File: src/rtl/axi_stream_strip_header.sv
// Strips a per-packet header byte count from AXI-Stream packets and re-packs the payload MSB-first.
// Optional header capture outputs are built when HEADER_CAPTURE_EN is defined.
module axi_stream_strip_header #(
  parameter int DATA_WD      = 32,
  parameter int DATA_BYTE_WD = DATA_WD / 8,
  parameter int CNT_WD       = $clog2(DATA_BYTE_WD) + 1
) (
  input  logic                    clk,
  input  logic                    rst_n,
  input  logic                    strip_valid,
  input  logic [CNT_WD-1:0]       strip_bytes,
  output logic                    strip_ready,
  input  logic                    valid_in,
  input  logic [DATA_WD-1:0]      data_in,
  input  logic [DATA_BYTE_WD-1:0] keep_in,
  input  logic                    last_in,
  output logic                    ready_in,
  output logic                    valid_out,
  output logic [DATA_WD-1:0]      data_out,
  output logic [DATA_BYTE_WD-1:0] keep_out,
  output logic                    last_out,
  input  logic                    ready_out,
  output logic                    runt_pulse
`ifdef HEADER_CAPTURE_EN
  ,
  output logic                    hdr_valid,
  output logic [DATA_WD-1:0]      hdr_data,
  output logic [DATA_BYTE_WD-1:0] hdr_keep
`endif
);

  // state  | meaning
  // IDLE   | waiting for the strip count of the next packet
  // FIRST  | waiting for beat 0, which carries the header
  // STREAM | re-packing residual bytes with each incoming beat
  // FLUSH  | emitting the leftover residual after an overflowing last beat
  typedef enum logic [1:0] {IDLE, FIRST, STREAM, FLUSH} state_t;

  localparam logic [CNT_WD-1:0] W_CNT = CNT_WD'(DATA_BYTE_WD);
  localparam logic [CNT_WD:0]   W_SUM = (CNT_WD + 1)'(DATA_BYTE_WD);

  function automatic logic [CNT_WD+2:0] sh(input logic [CNT_WD-1:0] c);
    return {c, 3'b000};
  endfunction

  function automatic logic [DATA_BYTE_WD-1:0] keep_of(input logic [CNT_WD-1:0] c);
    return ~({DATA_BYTE_WD{1'b1}} >> c);
  endfunction

  function automatic logic [DATA_WD-1:0] mask_of(input logic [CNT_WD-1:0] c);
    return ~({DATA_WD{1'b1}} >> sh(c));
  endfunction

  function automatic logic [CNT_WD-1:0] popcnt(input logic [DATA_BYTE_WD-1:0] k);
    logic [CNT_WD-1:0] c;
    c = '0;
    for (int i = 0; i < DATA_BYTE_WD; i++) c = c + CNT_WD'(k[i]);
    return c;
  endfunction

  state_t               state, state_nxt;
  logic [CNT_WD-1:0]    s_q, s_nxt;
  logic [CNT_WD-1:0]    r_q, r_nxt;
  logic [DATA_WD-1:0]   res_q, res_nxt;
  logic                 out_en, in_hs;
  logic [CNT_WD-1:0]    s_clamp, n_in, take;
  logic [CNT_WD:0]      sum;
  logic                 emit, emit_last, runt_nxt;
  logic [DATA_WD-1:0]   emit_data;
  logic [CNT_WD-1:0]    emit_cnt;

  assign out_en  = ~valid_out | ready_out;
  assign in_hs   = valid_in & ready_in;
  assign s_clamp = (strip_bytes > W_CNT) ? W_CNT : strip_bytes;
  // Non-last beats are treated as full regardless of keep_in.
  assign n_in    = last_in ? popcnt(keep_in) : W_CNT;
  assign take    = W_CNT - r_q;
  assign sum     = {1'b0, r_q} + {1'b0, n_in};

  always_ff @(posedge clk) begin
    if (!rst_n) begin
      state <= IDLE;
      s_q   <= '0;
      r_q   <= '0;
      res_q <= '0;
    end else begin
      state <= state_nxt;
      s_q   <= s_nxt;
      r_q   <= r_nxt;
      res_q <= res_nxt;
    end
  end

  always_comb begin
    state_nxt   = state;
    s_nxt       = s_q;
    r_nxt       = r_q;
    res_nxt     = res_q;
    emit        = 1'b0;
    emit_data   = '0;
    emit_cnt    = '0;
    emit_last   = 1'b0;
    runt_nxt    = 1'b0;
    strip_ready = (state == IDLE);
    ready_in    = ((state == FIRST) || (state == STREAM)) && out_en;
    case (state)
      IDLE: begin
        if (strip_valid) begin
          s_nxt     = s_clamp;
          r_nxt     = W_CNT - s_clamp;
          state_nxt = FIRST;
        end
      end
      FIRST: begin
        if (in_hs) begin
          res_nxt = data_in << sh(s_q);
          if (!last_in) begin
            state_nxt = STREAM;
          end else begin
            state_nxt = IDLE;
            if (n_in > s_q) begin
              emit      = 1'b1;
              emit_data = data_in << sh(s_q);
              emit_cnt  = n_in - s_q;
              emit_last = 1'b1;
            end else begin
              runt_nxt = 1'b1;
            end
          end
        end
      end
      STREAM: begin
        if (in_hs) begin
          emit_data = res_q | (data_in >> sh(r_q));
          res_nxt   = data_in << sh(take);
          if (!last_in) begin
            emit     = 1'b1;
            emit_cnt = W_CNT;
          end else if (sum <= W_SUM) begin
            state_nxt = IDLE;
            emit      = (sum != '0);
            emit_cnt  = CNT_WD'(sum);
            emit_last = 1'b1;
          end else begin
            emit      = 1'b1;
            emit_cnt  = W_CNT;
            r_nxt     = CNT_WD'(sum - W_SUM);
            state_nxt = FLUSH;
          end
        end
      end
      FLUSH: begin
        if (out_en) begin
          emit      = 1'b1;
          emit_data = res_q;
          emit_cnt  = r_q;
          emit_last = 1'b1;
          state_nxt = IDLE;
        end
      end
      default: state_nxt = IDLE;
    endcase
  end

  // Bytes beyond the emitted count are zeroed so stale residual never leaks out.
  always_ff @(posedge clk) begin
    if (!rst_n) begin
      valid_out  <= 1'b0;
      data_out   <= '0;
      keep_out   <= '0;
      last_out   <= 1'b0;
      runt_pulse <= 1'b0;
    end else begin
      runt_pulse <= runt_nxt;
      if (out_en) begin
        valid_out <= emit;
        if (emit) begin
          data_out <= emit_data & mask_of(emit_cnt);
          keep_out <= keep_of(emit_cnt);
          last_out <= emit_last;
        end
      end
    end
  end

`ifdef HEADER_CAPTURE_EN
  always_ff @(posedge clk) begin
    if (!rst_n) begin
      hdr_valid <= 1'b0;
      hdr_data  <= '0;
      hdr_keep  <= '0;
    end else begin
      hdr_valid <= (state == FIRST) && in_hs && (s_q != '0);
      if ((state == FIRST) && in_hs) begin
        hdr_data <= data_in & mask_of(s_q);
        hdr_keep <= keep_of(s_q);
      end
    end
  end
`endif

endmodule

File: config.mk
export PLATFORM = sky130hd
export DESIGN_NAME = axi_stream_strip_header
export DESIGN_NICKNAME = d
export VERILOG_FILES = /design/src/rtl/axi_stream_strip_header.sv
export SDC_FILE = /design/constraint.sdc
export NUM_CORES = 1
export LEC_CHECK = 0
export BUFFER_PORTS_ARGS = -buffer_cell sky130_fd_sc_hd__buf_2
export CAP_MARGIN = 10
export CORE_ASPECT_RATIO = 0.5
export CORE_MARGIN = 4
export CORE_UTILIZATION = 45
export DETAILED_ROUTE_END_ITERATION = 6
export PLACE_DENSITY = 0.77
export RECOVER_POWER = 50
export SLEW_MARGIN = 20
export SYNTH_ARGS = -nofsm -noshare
export SYNTH_HDL_FRONTEND = slang
export SYNTH_SLANG_ARGS = --single-unit
File: constraint.sdc
create_clock -name clk -period 3.1 [get_ports clk]
set_input_delay 0 -clock clk [delete_from_list [all_inputs] [get_ports clk]]
set_output_delay 0 -clock clk [all_outputs]
set_load 0.02 [all_outputs]
==> reports/metrics.cfg, run 1 <==
[die]
die_x_um = 164
die-area_mm2 = 0.0141
core_area_mm2 = 0.0119
initial_core_util_pct = 46.2
num_io_pins = 86
die-height_um = 86.1
fp-row-count = 28

[logic_synthesis]
synth-adder-area-share_pct = 4.29
yosys_warnings = 0
syn_area_mm2 = 0.00548
async_flop_share_pct = 0
synth-edff-count = 0
synth_xor_area_share_pct = 0.639
synth_top_family_by_area = compound AO/OA/AOI/OAI gates
syn_inst = 645
seq_area_frac_synth_pct = 28.8
synth-seq-cells = 79
synth.distinct_cells = 62
synth.avg_cell_area_um2 = 8.50
synth_simple_gate_area_share_pct = 15.2
synthFlopType = dfxtp_1
mappedNetlistNets = 707
synthMuxAreaShare_pct = 13.7
synth-compound-area-share_pct = 31.7

[clock_network]
insertion_delay_ns = 0.34
h-tree-depth = 3
clk_path_buf_depth = 2
clock-sinks = 79
cts_tree = done
cts_root_buffer = clkbuf_16
clk_pin_slew_ns = 0.06
cts_buffers = 9

[detailed_routing]
wl_per_cell_um = 20.0
drt_iter0_markers = 669
wl_mm = 17.9
dr_total_vias = 5623
vias_per_cell = 6.28
final_antenna_net_count = 0
drc = 0
firstDrtPassIters = 6

[placement]
dpl_cell_area_mm2 = 0.00618
io_buffers = 85
place_ws_ns = -0.301
place_congestion = 0.946
dp_hpwl_mm = 12.9

[critical_path]
crit_chain = buf_2 > inv_2 > fa_1 > inv_2 > ha_4 > nand2_2 > inv_2 > ha_4 > inv_1 > fa_2 > xnor2_2 > a2111o_1 > buf_4 > nor3_4 > a221oi_2 > buf_12 > or3_1 > a31oi_1
worstSetupPathType = in -> reg
path_max_fanout = 3
cpMostUsedCell = inv_2
cp_slowest_cell = fa_1
crit_path_start_kind = primary input
crit_required_ns = 3.37
cp.arrival_ns = 3.28
cpPeakStageDelay_ns = 0.56
critPathCaptureType = flop

[run_status]
outcome = finished clean

[timing]
slew_headroom_pct = 56.2
finalHoldViolations = 0
setup_violations = 0
fmax_mhz = 332
min_period_ns = 3.01
fin_crit_sh_pct = 97.2
finalClockSkew_ns = 0.00710
report.final.slew_viol_count = 0
max_slew.worst_pin.slew_ns = 0.656
rsz0062_at_grt = yes
setup_slack_ns = 0.0873

[global_route]
grt_pass1_wl_mm = 28.5
antenna_found_initial = 0
grt_pass1_vias = 5339
grt_max_degree = 49
grt_use_total_pct = 25.3
overflow = 0

[final_layout]
final_layout_size_suffix_gt1_share_pct = 18.7
nNetsFinal = 789
post-route-util_pct = 55.3
antenna_cells = 0
final_cell_area_mm2 = 0.00656
syn_to_final_growth_pct = 19.7

[power_and_ir_drop]
ir_worst_vdd_v = 0.000235
p_leak_nw = 2.67
power.density_mw_per_mm2 = 572

[hold_path]
hold_path.class = in -> reg

[flow_run]
maxCapViolCount = 0

[kinds of logic after synthesis]
| family | Yosys count |
|---|---|
| muxes | 73 |
| adders and majority gates | 17 |
| AOI/OAI and AO/OA | 226 |
| buffers and inverters | 72 |
| xor gates and xnor gates | 4 |
| and+or+nand+nor | 174 |
| DFF | 79 |
[metrics by stage]
stage / setup TNS (ns) / cells / power (mW) / hold WS [ns]
2_1_floorplan: 0 / 645 / 2.20 / 0.156
3_3_place_gp: -5.69 / 874 / 2.53 / 0.327
3_5_place_dp: -9.09 / 874 / 2.56 / 0.327
4_1_cts: 0 / 891 / 3.71 / 0.0221
5_1_grt: -0.146 / 896 / 3.95 / 0.0713
6_report: 0 / 896 / 3.75 / 0.0431
[area by class of cell]
class / instances / area [µm²]
clock buffer: 12 / 246
clock inverter: 3 / 67.6
fill: 1127 / 5310
inverter: 21 / 78.8
multi-input combinational: 494 / 3660
sequential: 79 / 1580
tap: 165 / 206
timing repair buffer: 122 / 719
[flip-flops by register name, indices dropped and copies added, names as in the netlist]
register and count:
last_out 1, r_q 3, data_out 32, valid_out 1, s_q 3, res_q 32, state 2, keep_out 4
runt_pulse 1
[per-layer routing]
layer	vias up	part of all wire (%)	GRT usage [%]
met3	65	9.1	6.05
met4	0	2.9	9.51
li1	2580	-	-
met5	-	0	0
met2	324	44	39.4
met1	2654	44	34.2
[worst max-delay path: cells and delay by family]
family / cells / cell delay (ns)
XOR/XNOR: 1 / 0.15
AO/OA/AOI/OAI: 3 / 0.61
adder cells (fa/ha/maj): 4 / 1.31
buffers and inverters: 7 / 0.62
AND/OR/NAND/NOR: 3 / 0.59
[path summary, 6_finish.rpt]
| path | endpoint | from | cells after the start | slack, ns |
|---|---|---|---|---|
| min reg2reg | last_out | last_out | 2 | 0.45 |
| max | keep_out[1] | keep_in[0] | 18 | 0.09 |
| min | res_q[2] | data_in[2] | 3 | 0.04 |
| max reg2reg | res_q[0] | r_q[0] | 9 | 0.22 |
[synthesized netlist by cell type (all sizes together), types with 15 or more instances]
cell | n | area share, %
mux2i | 57 | 10
nor2b | 15 | 1.7
nor2 | 24 | 1.6
inv | 20 | 1.4
clkbuf | 32 | 2.2
a22oi | 16 | 2.2
o221ai | 24 | 3.8
buf | 19 | 2.0
a22o | 16 | 2.6
o21ai | 31 | 3.1
dfxtp | 79 | 29
mux2 | 16 | 3.3
o211a | 26 | 4.7
a21oi | 40 | 3.9
o22ai | 16 | 1.8
nand2 | 84 | 5.8
[cell usage in the layout, fill, tap and decap left out, drive strengths merged, types with 11 or more instances in the layout]
cell and instances:
nand2 84, dfxtp 79, buf 78, mux2i 57, clkbuf 54, a21oi 40
o21ai 31, o211a 26, o221ai 24, nor2 24, inv 20, mux2 16
o22ai 16, a22o 16, a22oi 16, nor2b 15, nand3 14, ha 14
or3 11
[report_power, final]
group	switching (mW)	internal [mW]
Sequential	0.0697	1.13
Clock	0.424	0.724
Combinational	0.825	0.582
Total	1.32	2.43
[timing repair]
item | 4_1_cts | 5_1_grt
resized for setup | 0 | 11
endpoints found under the hold margin | 1 | 0
setup endpoints to repair | 0 | 43
hold buffers | 2 | 0
buffers inserted | 0 | 4
(Power assumes the default switching activity.)
==> run 2, diff against run 1 <==
- CORE_ASPECT_RATIO: 0.5 -> not set
- CTS_CLUSTER_SIZE: not set -> 28
==> run 2 against run 1 <==
Against the previous run:
- register-to-register slack improved by 0.11 ns
- setup slack better by 0.092 ns
- flip-flop and latch count did not move
- largest cell class unchanged
- design area down 0.44%
- final cell count shrank 2.0%
- global-route usage shrank 0.17 points
- power increased by 2.5%
- fmax up 3.1%
- critical endpoint is now data_out[11]
- sequential share of layout area is 0.11 points higher
- count of clock-buffer cells in the layout fell by 2
- via count up 1.6%
- sequential power is essentially flat
- largest power group unchanged
==> reports/metrics.cfg, run 2 (synthesis gave the netlist of run 1 again) <==
[run_status]
outcome = finished clean  ; unchanged

[clock_network]
cts_root_buffer = clkbuf_16  ; unchanged
cts_tree = done  ; unchanged
clk_path_buf_depth = 2  ; unchanged
h-tree-depth = 3  ; unchanged
cts_buffers = 9  ; unchanged
clock-sinks = 79  ; unchanged
insertion_delay_ns = 0.36  ; was 0.34 ns
clk_pin_slew_ns = 0.06  ; about the same

[detailed_routing]
drc = 0  ; unchanged
wl_mm = 18.1  ; was 17.9 mm
wl_per_cell_um = 20.6  ; was 20.0 µm
firstDrtPassIters = 5  ; was 6
vias_per_cell = 6.51  ; was 6.28
final_antenna_net_count = 0  ; unchanged
dr_total_vias = 5715  ; was 5,623
drt_iter0_markers = 613  ; was 669

[power_and_ir_drop]
p_leak_nw = 2.67  ; about the same
power.density_mw_per_mm2 = 589  ; was 572 mW/mm²
ir_worst_vdd_v = 0.000442  ; was 0.000235 V

[critical_path]
cpPeakStageDelay_ns = 0.54  ; was 0.56 ns
crit_chain = buf_2 > inv_1 > fa_1 > inv_2 > ha_4 > nand2_2 > inv_2 > ha_2 > inv_1 > fa_2 > xnor2_2 > a2111o_1 > a222oi_1 > buf_4 > o21ai_4 > a32o_1  ; was buf_2 > inv_2 > fa_1 > inv_2 > ha_4 > nand2_2 > inv_2 > ha_4 > inv_1 > fa_2 > xnor2_2 > a2111o_1 > buf_4 > nor3_4 > a221oi_2 > buf_12 > or3_1 > a31oi_1
cp_slowest_cell = fa_1  ; unchanged
path_max_fanout = 11  ; was 3
crit_path_start_kind = primary input  ; unchanged
cp_num_buf_inv = 6  ; was 7
crit_family = adder cells  ; unchanged
worstSetupPathType = in -> reg  ; unchanged
cp.arrival_ns = 3.17  ; was 3.28 ns
crit_required_ns = 3.35  ; was 3.37 ns
critPathCaptureType = flop  ; unchanged

[placement]
dp_hpwl_mm = 12.8  ; was 12.9 mm
place_congestion = 0.927  ; was 0.946
placedCellCount = 859  ; was 874
io_buffers = 85  ; unchanged
place_ws_ns = -0.267  ; was -0.301 ns

[global_route]
grt_pass1_wl_mm = 28.9  ; was 28.5 mm
grt_max_degree = 49  ; unchanged
grt_pass1_vias = 5528  ; was 5,339
overflow = 0  ; unchanged
grt_use_total_pct = 25.2  ; was 25.3%
antenna_found_initial = 0  ; unchanged

[final_layout]
layout_common_cells = 82 x nand2_1, 79 x dfxtp_1, 57 x mux2i_1, 44 x buf_2, 41 x clkbuf_1  ; was 82 x nand2_1, 79 x dfxtp_1, 57 x mux2i_1, 44 x buf_2, 43 x clkbuf_1
nNetsFinal = 789  ; unchanged
syn_to_final_growth_pct = 19.2  ; was 19.7%
antenna_cells = 0  ; unchanged
top_regs = data_out x32, res_q x32, keep_out x4  ; unchanged
final_layout_size_suffix_gt1_share_pct = 18.3  ; was 18.7%
final_cell_count_no_fill = 878  ; was 896
layout_commonest_cell = nand2_1  ; unchanged

[timing]
setup_violations = 0  ; unchanged
max_slew.worst_pin.slew_ns = 0.762  ; was 0.656 ns
fmax_mhz = 342  ; was 332 MHz
rsz0062_at_grt = no  ; was yes
finalClockSkew_ns = 0.0102  ; was 0.00710 ns
slew_headroom_pct = 49.0  ; was 56.2%
report.final.slew_viol_count = 0  ; unchanged
min_period_ns = 2.92  ; was 3.01 ns
finalHoldViolations = 0  ; unchanged
setup_slack_ns = 0.179  ; was 0.0873 ns
fin_crit_sh_pct = 94.2  ; was 97.2%

[die]
initial_core_util_pct = 45.8  ; was 46.2%
die_x_um = 118  ; was 164 µm
die-height_um = 118  ; was 86.1 µm
core_area_mm2 = 0.0120  ; was 0.0119 mm²
num_io_pins = 86  ; unchanged
fp-row-count = 40  ; was 28
die-area_mm2 = 0.0140  ; was 0.0141 mm²

[hold_path]
hold_path.class = in -> reg  ; unchanged

[flow_run]
maxCapViolCount = 0  ; unchanged

-- run 2: what timing repair did --
action / CTS / global route
setup endpoints to repair: 0 / 25
hold buffers: 3 / 0
gates resized for setup: 0 / 3
setup buffers: 0 / 1
hold endpoints to repair: 9 / 0
-- run 2: final cells by class --
type | count | area (µm²)
Multi-Input combinational cell | 494 | 3650
Timing Repair Buffer | 122 | 697
Clock inverter | 5 | 106
Clock buffer | 10 | 239
Tap cell | 147 | 184
Inverter | 21 | 78.8
Fill cell | 1088 | 5430
Sequential cell | 79 | 1580
-- run 2: stage by stage --
step / total power, mW / setup TNS (ns) / util, % / hold slack (ns) / instance area, µm²
2_1_floorplan: 2.20 / 0 / - / 0.156 / 5530
3_3_place_gp: 2.50 / -3.00 / 51.8 / 0.315 / 6190
3_5_place_dp: 2.55 / -6.64 / 51.8 / 0.331 / 6190
4_1_cts: 3.81 / 0 / 54.9 / 0.0285 / 6570
5_1_grt: 4.02 / 0 / 54.6 / 0.0616 / 6530
6_report: 3.85 / 0 / 54.6 / 0.0489 / 6530
-- run 2: tightest hold or removal path, delay by kind of cell --
kind	cells	cell delay, ns
compound gates	1	0.09
buf+inv	1	0.18
simple gates	1	0.10
-- run 2: routing by layer --
metal | wire (µm) | share of wire (%) | vias up | GRT usage [%]
met1 | 7650 | 42 | 2708 | 32.6
met2 | 8220 | 46 | 363 | 39.5
met4 | 451 | 2.5 | 0 | 9.92
met3 | 1740 | 9.6 | 59 | 7.22
li1 | - | - | 2585 | -
met5 | 0 | 0 | - | 0
-- run 2: worst paths after layout --
check	from	to	slack, ns	cells past startpoint
setup reg to reg	state[1]	data_out[19]	0.33	9
setup / recovery	keep_in[3]	data_out[11]	0.18	16
hold reg to reg	keep_out[2]	keep_out[2]	0.45	1
hold / removal	data_in[3]	res_q[3]	0.05	3
-- run 2: report_power, final --
part,internal [mW],switching (mW),leakage (nW)
Combinational,0.575,0.805,1.86
Sequential,1.13,0.0774,0.643
Clock,0.805,0.456,0.165
==> run 3, diff against run 2 <==
- RECOVER_POWER: 50 -> 100
==> run 3 against run 2 <==
Against the previous run:
- final cell count is the same
- register-to-register slack is essentially flat
- global-route usage is the same
- clock skew shrank 0.0023 ns
- critical path type unchanged
- largest power group unchanged
- routed wire length is the same
- critical path depth grew 2
- flip-flop and latch count is the same
- combinational power is essentially flat
- fmax shrank 0.20%
- non-clock buffer count is the same
- sequential share of layout area is the same
- core utilization is the same
==> reports/metrics.cfg, run 3 (synthesis gave the netlist of run 1 again) <==
[run_status]
outcome = finished clean  ; unchanged

[clock_network]
clk_pin_slew_ns = 0.06  ; about the same
cts_buffers = 9  ; unchanged
clock-sinks = 79  ; unchanged
h-tree-depth = 3  ; unchanged
cts_root_buffer = clkbuf_16  ; unchanged
cts_tree = done  ; unchanged
insertion_delay_ns = 0.36  ; about the same
clk_path_buf_depth = 2  ; unchanged

[final_layout]
top_regs = data_out x32, res_q x32, keep_out x4  ; unchanged
final_cell_count_no_fill = 878  ; unchanged
nNetsFinal = 789  ; unchanged
layout_commonest_cell = nand2_1  ; unchanged
antenna_cells = 0  ; unchanged
final_layout_size_suffix_gt1_share_pct = 18.3  ; unchanged
layout_common_cells = 82 x nand2_1, 79 x dfxtp_1, 57 x mux2i_1, 44 x buf_2, 41 x clkbuf_1  ; unchanged
syn_to_final_growth_pct = 19.2  ; unchanged
post-route-util_pct = 54.6  ; unchanged

[power_and_ir_drop]
power.density_mw_per_mm2 = 588  ; was 589 mW/mm²
power_mw = 3.84  ; was 3.85 mW
p_leak_nw = 2.66  ; was 2.67 nW
ir_worst_vdd_v = 0.000451  ; was 0.000442 V

[timing]
fmax_mhz = 342  ; about the same
report.final.slew_viol_count = 0  ; unchanged
max_slew.worst_pin.slew_ns = 0.775  ; was 0.762 ns
min_period_ns = 2.93  ; was 2.92 ns
fin_crit_sh_pct = 94.4  ; was 94.2%
slew_headroom_pct = 48.1  ; was 49.0%
rsz0062_at_grt = no  ; unchanged
setup_tns_ns = 0  ; unchanged
setup_violations = 0  ; unchanged
finalHoldViolations = 0  ; unchanged
finalClockSkew_ns = 0.00790  ; was 0.0102 ns
hold-worst-slack_ns = 0.0455  ; was 0.0489 ns

[die]
die_x_um = 118  ; unchanged
fp-row-count = 40  ; unchanged
die-height_um = 118  ; unchanged
initial_core_util_pct = 45.8  ; unchanged
num_io_pins = 86  ; unchanged
core_area_mm2 = 0.0120  ; unchanged
die-area_mm2 = 0.0140  ; unchanged

[critical_path]
worstSetupPathType = in -> reg  ; unchanged
cp.arrival_ns = 3.17  ; about the same
crit_path_start_kind = primary input  ; unchanged
critPathCaptureType = flop  ; unchanged
crit_required_ns = 3.34  ; was 3.35 ns
path_max_fanout = 8  ; was 11

[placement]
place_congestion = 0.927  ; unchanged
placedCellCount = 859  ; unchanged
io_buffers = 85  ; unchanged
dp_hpwl_mm = 12.8  ; unchanged

[global_route]
grt_pass1_vias = 5528  ; unchanged
grt_use_total_pct = 25.2  ; unchanged
overflow = 0  ; unchanged
grt_max_degree = 49  ; unchanged
antenna_found_initial = 0  ; unchanged
grt_pass1_wl_mm = 28.9  ; unchanged

[detailed_routing]
wl_mm = 18.1  ; unchanged
vias_per_cell = 6.53  ; was 6.51
drc = 0  ; unchanged
firstDrtPassIters = 6  ; was 5
final_antenna_net_count = 0  ; unchanged
drt_iter0_markers = 627  ; was 613
dr_total_vias = 5735  ; was 5,715
wl_per_cell_um = 20.6  ; unchanged

[flow_run]
maxCapViolCount = 0  ; unchanged

[hold_path]
hold_path.class = in -> reg  ; unchanged

==> run 3: cell type report <==
class	instances	area, µm²
clock buffers	10	239
clock inverters	5	106
fillers	1088	5430
multi-input cells	494	3650
inverters	21	78.8
well taps	147	184
flip-flops and latches	79	1580
repair buffers	122	697
==> run 3: per-layer routing <==
layer	vias to the layer above	routed length, µm	track usage (%)
li1	2586	-	-
met1	2703	7370	32.6
met2	389	8230	39.5
met3	57	1980	7.22
met4	0	480	9.92
met5	-	0	0
==> run 3: per-stage QoR <==
| stage | instance area [µm²] | setup slack, ns |
|---|---|---|
| floorplan | 5530 | 0.00944 |
| global placement | 6190 | -0.138 |
| detailed placement | 6190 | -0.267 |
| CTS | 6570 | 0.103 |
| global route | 6530 | 0.00708 |
| finish | 6530 | 0.173 |
==> run 3: final timing paths <==
check	startpoint	to	slack, ns	cells past startpoint
worst max-delay path	keep_in[3]	data_out[25]	0.17	18
worst min-delay path	data_in[3]	res_q[3]	0.05	3
worst max register to register	state[1]	data_out[6]	0.33	9
worst min register to register	keep_out[2]	keep_out[2]	0.45	1
==> run 3: where the power goes <==
part	internal [mW]	total, mW	switching, mW	leakage (nW)
logic	0.575	1.38	0.804	1.85
registers	1.13	1.20	0.0779	0.643
clock network	0.805	1.26	0.455	0.165
==> run 3: what timing repair did <==
item / 4_1_cts / 5_1_grt
hold endpoints to repair: 9 / 0
setup endpoints to repair: 0 / 25
gates resized for setup: 0 / 3
setup buffers: 0 / 1
hold buffers: 3 / 0
==> run 3: critical path: stages <==
cell and delay [ns]:
buf_2 0.08, inv_1 0.04, fa_1 0.54, inv_2 0.05
ha_4 0.25, nand2_2 0.05, inv_2 0.05, ha_2 0.17
inv_1 0.05, fa_2 0.36, xnor2_2 0.21, a2111o_1 0.15
buf_4 0.13, nor3_1 0.05, a221oi_2 0.41, a31oi_1 0.18
buf_4 0.20, a22o_1 0.18
